**src/rtl/piso4_tx.sv**
```systemverilog
// 4-bit parallel-in / serial-out transmitter with gapless back-to-back frames.
// A frame is four consecutive sout cycles qualified by frame, followed by a one-cycle done pulse.
module piso4_tx #(
   parameter bit LSB_FIRST = 1'b0
) (
   input  logic       clk,
   input  logic       reset,
   input  logic       load,
   input  logic [3:0] d,
   output logic       ready,
   output logic       busy,
   output logic       sout,
   output logic       frame,
   output logic       done
);

   typedef enum logic {IDLE, SHIFT} state_t;

   state_t     state;
   logic [3:0] shreg;
   logic [1:0] cnt;
   logic       last_bit;
   logic       out_bit;

   assign last_bit = (state == SHIFT) && (cnt == 2'd3);
   assign ready    = (state == IDLE) || last_bit;

   assign out_bit  = LSB_FIRST ? shreg[0] : shreg[3];
   assign busy     = (state == SHIFT);
   assign frame    = (state == SHIFT);
   assign sout     = (state == SHIFT) & out_bit;

   always_ff @(posedge clk or negedge reset) begin
      if (!reset) begin
         state <= IDLE;
         shreg <= 4'd0;
         cnt   <= 2'd0;
         done  <= 1'b0;
      end else begin
         done <= last_bit;
         case (state)
            IDLE: begin
               if (load) begin
                  shreg <= d;
                  cnt   <= 2'd0;
                  state <= SHIFT;
               end
            end
            SHIFT: begin
               if (cnt != 2'd3) begin
                  // Move the next bit toward whichever end drives sout.
                  shreg <= LSB_FIRST ? {1'b0, shreg[3:1]} : {shreg[2:0], 1'b0};
                  cnt   <= cnt + 2'd1;
               end else if (load) begin
                  shreg <= d;
                  cnt   <= 2'd0;
               end else begin
                  state <= IDLE;
               end
            end
            default: state <= IDLE;
         endcase
      end
   end

endmodule

```
**config.mk**
```make
export PLATFORM = sky130hd
export DESIGN_NAME = piso4_tx
export DESIGN_NICKNAME = d
export VERILOG_FILES = /design/src/rtl/piso4_tx.sv
export SDC_FILE = /design/constraint.sdc
export NUM_CORES = 1
export LEC_CHECK = 0
export CAP_MARGIN = 20
export CORE_AREA = 2 2 39 41
export DETAILED_ROUTE_END_ITERATION = 6
export DIE_AREA = 0 0 41 43
export SLEW_MARGIN = 20
export SYNTH_ARGS = -nofsm -noshare
export SYNTH_HDL_FRONTEND = slang
export SYNTH_SLANG_ARGS = --single-unit
```
**constraint.sdc**
```tcl
create_clock -name clk -period 3.1 [get_ports clk]
set_input_delay 0.62 -clock clk [delete_from_list [all_inputs] [get_ports clk]]
set_output_delay 0.62 -clock clk [all_outputs]
set_load 0.02 [all_outputs]
```
==> summary by stage <==
STA
The number of max-slew violations in the final report is 0. The total setup violations reported at the end of the flow is 0. On the final layout, the worst clock skew is just under 0.003 ns. Setup repair after global routing left no endpoint under its margin.

The final cycle utilization of the critical path is 70.7%. Derived from the worst setup path, the maximum achievable clock frequency is 456 MHz. The actual slew at the worst max-slew pin is between 0.3 and 0.4 ns. The setup TNS is 0 ns.

The worst path in the final design needs a cycle of between 2 and 2.5 ns, including I/O delays and setup. The final hold violation count is 0. In this run the tightest slew margin relative to its limit is between 70% and 80%.

Clocking
TritonCTS created 3 clock buffers. In this run the number of H-tree levels came out at 1. The number of gates resized after CTS is 0. The number of sinks driven by the clock tree is 8.

The largest buffer count on any clock path is 2. The tree is rooted in a sky130_fd_sc_hd__clkbuf_4. After clock tree synthesis, the clock-pin slew on the worst setup and hold paths is 0.06 ns.

Hold repair after CTS inserted 0 buffers. The TritonCTS clock tree is done. The clock network latency to the later pin of the worst-skew pair is approximately 0.26 ns.

The buffers inserted during post-CTS setup optimization is 0.

Global route
The first global-routing pass estimated 1220 um of wire. Global routing used 10.6% of the available tracks across all layers. The largest net degree at the start of global routing is 9. The number of global-route vias before repair is 262. For this run the aggregate overflow at the end of global routing stands at 0. The initial antenna violation count came to 0.

Placed design
The congestion estimate from routability-driven global placement came to 0.708. The post-detailed-placement cell area is around 530 um^2. The number of port buffers is 11. The sum of net half-perimeters after detailed placement is 493 um.

The cell count after placement is 54.

Routing
The first detailed-routing pass took 4 iterations. The detailed router's first-iteration violation count is 1. The count of vias placed by the detailed router is 258.

Once detail routing completed, the nets flagged for antenna violations numbered 0. The detailed-route vias per instance is ~4.5. Summed over all layers, the routed wires come to 693 um. In the final routed layout, each cell accounts on average for 12.2 um. The number of design rule violations left after detail routing is 0.

Finish
Once layout is done, the placed cells without fillers occupy roughly 550 um^2. Counting the fill cells in the layout gives approximately 140. Cells fill 39.9% of the core in the end. For this run, the number of standard cells in the final layout without fillers is 57. The area added between synthesis and finish is 30.5%. The number of antenna diodes is 0. The share of final-layout standard cells stronger than drive strength 1 is about 27%. After the last flow step, the layout net total stands at 52.

Power
The switching part of the total power is 33.3%. In this run the static leakage power is 0.260 nW. The power per standard cell area is around 900 nW/um^2. In this run the power spent charging and discharging nets is 0.169 mW. The fraction of power consumed by the clock network is 16.5%. IR analysis of the VDD net gives a maximum drop of 0.255 mV. Combinational logic is responsible for 48.2% of the overall power. The internal power consumption is roughly 0.34 mW.

The total power of the final layout is between 0.5 and 0.6 mW. Of the total power, registers draw 35.3%.

Synth
The average instance in the mapped netlist occupies between 10 and 15 um^2. The library cell occupying the most area in the post-synthesis netlist is sky130_fd_sc_hd__dfrtp_1. The total number of yosys warnings is 0.

In this run the cell area of the synthesized design comes to 423 um^2. The net count after synthesis is 39. In this run the biggest area consumer among cell types represents 47.3% of the synthesized area. Synthesis produced 30 cells.

Ranked by total cell area, the synthesized netlist is headed by sky130_fd_sc_hd__dfrtp_1 47%, sky130_fd_sc_hd__mux2_4 21%, sky130_fd_sc_hd__ha_1 5.9%, sky130_fd_sc_hd__nand2b_1 5.9%, sky130_fd_sc_hd__mux2_2 5.3%. The number of distinct library cells after synthesis is 11. After synthesis, flip-flops and latches occupy 47.3% of the total area. In this run, synthesis produced a sequential element count of 8.

Floorplanning
For this design the top-level I/O count stands at 12. The number of placement rows is 14. The standard cell core area is between 1000 and 1500 um^2. The die is 43 um tall. The die covers approximately 1800 um^2. The effective utilization at floorplan is 30.6%. The x dimension of the die is 41 um.

Critical path
On the worst path, the slowest cell contributes a delay of 0.54 ns. The worst setup path is launched from a flop. The signal on the critical path passes through ha_1 -> nand2b_1 -> clkdlybuf4s50_1. The critical path is of the flop to primary output type.

The capturing element type of the critical path is a primary output. The slowest stage cell on the critical path is sky130_fd_sc_hd__clkdlybuf4s50_1. The number of buffers and inverters on the critical path is 1. Grouping stages by cell kind, the critical path spends the most delay in buffers and inverters.

The data required time at the worst endpoint is 2.48 ns. The top fanout value on the critical path is 4. The signal arrival time at the worst endpoint is 1.57 ns.

Flow run
The tool flagged a number of max-cap violations equal to 0.

Worst hold path
The min-delay analysis places its worst path in the category flop to flop.

Outcome
The flow ran to the end, and the final reports show no timing, DRC or antenna violations.
registers in the layout, indices dropped and copies added, names as in the netlist:
| register | cells |
|---|---|
| done | 1 |
| cnt | 2 |
| busy | 1 |
| shreg | 4 |
layout by cell type (no fill, tap or decap):
cell / netlist / final
sky130_fd_sc_hd__mux2i_1: 1 / 1
sky130_fd_sc_hd__and2b_1: 1 / 1
sky130_fd_sc_hd__dfrtp_1: 8 / 8
sky130_fd_sc_hd__ha_1: 2 / 2
sky130_fd_sc_hd__clkdlybuf4s50_1: 0 / 11
sky130_fd_sc_hd__clkbuf_4: 0 / 3
sky130_fd_sc_hd__mux2_4: 6 / 6
sky130_fd_sc_hd__nand2b_1: 4 / 4
sky130_fd_sc_hd__mux2_2: 2 / 2
sky130_fd_sc_hd__and2_1: 3 / 3
path summary, 6_finish.rpt:
kind	from	to	slack, ns	cells past startpoint
setup / recovery	cnt[0]	ready	0.91	3
hold / removal	shreg[0]	shreg[1]	0.51	1
setup reg to reg	cnt[0]	shreg[2]	1.71	3
hold reg to reg	shreg[0]	shreg[1]	0.51	1
max in group asynchronous	reset	shreg[1]	2.19	1
min in group asynchronous	reset	cnt[0]	0.64	1
routing by layer:
metal | wire, um | GRT usage (%) | part of all wire [%] | vias up
met4 | 0 | 8.00 | 0 | 0
met5 | 0 | 0 | 0 | -
met2 | 336 | 13.8 | 48 | 8
met1 | 309 | 14.2 | 45 | 128
li1 | - | - | - | 122
met3 | 48 | 3.14 | 6.9 | 0
synth_stat cells:
cell type	instances
sky130_fd_sc_hd__and2_1	3
sky130_fd_sc_hd__and2b_1	1
sky130_fd_sc_hd__buf_2	1
sky130_fd_sc_hd__buf_4	1
sky130_fd_sc_hd__buf_6	1
sky130_fd_sc_hd__dfrtp_1	8
sky130_fd_sc_hd__ha_1	2
sky130_fd_sc_hd__mux2_2	2
sky130_fd_sc_hd__mux2_4	6
sky130_fd_sc_hd__mux2i_1	1
sky130_fd_sc_hd__nand2b_1	4
kinds of logic (layout without fill, tap and decap cells):
kind of cell  count (synthesis)  after routing  share of synthesized area [%]
fa+ha+maj                     2              2                           5.92
buf+inv                       3             14                           5.62
flops                         8              8                           47.3
mux                           9              9                           29.0
simple gates                  8              8                           12.1
power by group through the flow:
stage                     registers, mW  clock network [mW]  logic (mW)
after global placement            0.179                   0       0.245
after detailed placement          0.182                   0       0.247
after global routing              0.187              0.0890       0.269
after floorplan                   0.185                   0       0.170
after CTS                         0.180              0.0853       0.248
final                             0.180              0.0837       0.245
layout make-up:
cell class                 instances  area, um^2  share of cell area [%]
clock buffer                       3        22.5                    4.08
multi-input combinational         19         199                    36.1
sequential                         8         200                    36.3
tap                               16        20.0                    3.63
timing repair buffer              11         110                    20.0
per-stage QoR:
stage                     setup WS (ns)  hold WS (ns)
after floorplan                    1.67         0.324
after global placement             1.15         0.483
after detailed placement           1.11         0.501
after CTS                         0.904         0.513
after global routing              0.842         0.529
final                             0.908         0.511
No activity file was read; power rests on OpenSTA's default activity.
==> patch: new RTL, same flow settings <==
Make the reset (`reset`) synchronous in one clocked block.
--- a/src/rtl/piso4_tx.sv
+++ b/src/rtl/piso4_tx.sv
@@ -30,7 +30,7 @@
    assign frame    = (state == SHIFT);
    assign sout     = (state == SHIFT) & out_bit;
 
-   always_ff @(posedge clk or negedge reset) begin
+   always_ff @(posedge clk) begin
       if (!reset) begin
          state <= IDLE;
          shreg <= 4'd0;
Check against the original RTL: differs if reset is asserted again (counterexample within 4 cycles, from zero or initial values and one cycle with reset low); with reset held inactive, the same outputs for 10 cycles.
==> patch against the original RTL <==
Area after synthesis is 13% lower. Worst setup slack better by 0.068 ns. Die area stayed put. Global-route usage is 0.89 points lower. First-iteration DRC count stayed put. Sequential cell count stayed put. Synthesized cell count is 23% higher. Routed wire length is 3.6% lower. Design area is 10% lower. Cell count is 12% higher. Critical path type unchanged.
Power is not compared: it rests on default switching activity, and its combinational part moved more than twofold at a synthesized area within 25%.
==> patch: results (changes against the original RTL) <==
[final_layout]
finish.net_count=59  ; +13%
drive_above_1_share_pct=6.25  ; -21 points
fillCellCount=150  ; +10%
layoutNonFillerInstCount=64  ; +12%

[outcome]
status=finished clean

[global_routing]
grt_max_degree=9  ; unchanged
first_global_vias=270  ; +3.1%
grt_first_pass_wirelength_mm=1.04  ; -15%
grtUsageTotal_pct=9.75  ; -0.89 points

[yosys]
synthDistinctLibCells=15  ; +4
async_reset_ff_share_pct=0  ; -100 points
synthesis.instances=37  ; +23%
syn_nets=46  ; +18%
netlist_top_cells_area=sky130_fd_sc_hd__dfxtp_1, sky130_fd_sc_hd__mux2i_1, sky130_fd_sc_hd__ha_1, sky130_fd_sc_hd__nor2b_1, sky130_fd_sc_hd__a21oi_1
ys_seq_area_share_pct=43.4  ; -3.9 points
post_synth_most_frequent_cells=sky130_fd_sc_hd__dfxtp_1, sky130_fd_sc_hd__mux2i_1, sky130_fd_sc_hd__a21oi_1, sky130_fd_sc_hd__nor2b_1, sky130_fd_sc_hd__o21ai_1

[worst_setup_path]
max_stage_delay_ns=0.61  ; +0.07 ns
worstPathMaxFanout=4  ; unchanged

[placement]
detailedPlacementHpwl_um=474  ; -3.8%
detailedPlace.worstSlack_ns=1.24  ; +0.128 ns
gp_routability_congestion=0.696  ; -1.6%
placedCellCount=61  ; +13%

[timing]
finalClockSkew_ns=0.000274  ; -0.00270 ns
max_slew.worst_pin.slew_ns=0.348  ; -0.0264 ns

[drt]
avgViaCountPerCell=4.36  ; -3.7%

## patch: power by group through the flow
stage          Sequential [W]  Combinational (W)  Clock [W]
2_1_floorplan        0.000116          0.0000230          0
3_3_place_gp         0.000116          0.0000373          0
3_5_place_dp         0.000116          0.0000377          0
4_1_cts              0.000114          0.0000379  0.0000835
5_1_grt              0.000114          0.0000417  0.0000866
6_report             0.000114          0.0000376  0.0000765
## patch: routing by layer
metal  GRT usage (%)  share of wire [%]  wire, µm
met1            10.0                 45       300
met2            12.2                 44       297
met3            4.71                7.5        50
met5               0                  0         0
met4            12.0                2.8        19
## patch: cells by family (layout without fill, tap and decap cells)
| group | after synthesis | in the layout | share of synthesized area [%] |
|---|---|---|---|
| mux | 5 | 5 | 13.6 |
| fa+ha+maj | 2 | 2 | 6.78 |
| compound gates | 8 | 8 | 12.2 |
| simple gates | 11 | 11 | 17.0 |
| buf+inv | 3 | 14 | 7.12 |
| flops | 8 | 8 | 43.4 |
## patch: through the flow
step | util, % | total power [W]
final | 35.8 | 0.000228
after global routing | 35.8 | 0.000243
after CTS | 35.8 | 0.000235
after detailed placement | 34.2 | 0.000154
after global placement | 34.2 | 0.000153
after floorplan | - | 0.000139
## patch: worst paths after layout
path | endpoint | slack, ns | cells past startpoint | from
hold reg to reg | shreg[0] | 0.51 | 2 | shreg[0]
setup reg to reg | cnt[0] | 1.91 | 4 | cnt[0]
setup / recovery | ready | 0.98 | 3 | cnt[0]
hold / removal | shreg[0] | 0.51 | 2 | shreg[0]
## patch: worst register-to-register path, delay by kind of cell (launching register included)
family / cells / cell delay, ns
adders and majority gates: 1 / 0.20
and+or+nand+nor: 2 / 0.36
AOI/OAI and AO/OA: 1 / 0.16
DFF: 1 / 0.37
## patch: layout make-up
type | count | share of cell area, %
Multi-Input combinational cell | 26 | 36.9
Sequential cell | 8 | 32.3
Timing Repair Buffer | 11 | 22.2
Clock buffer | 3 | 4.55
Tap cell | 16 | 4.04
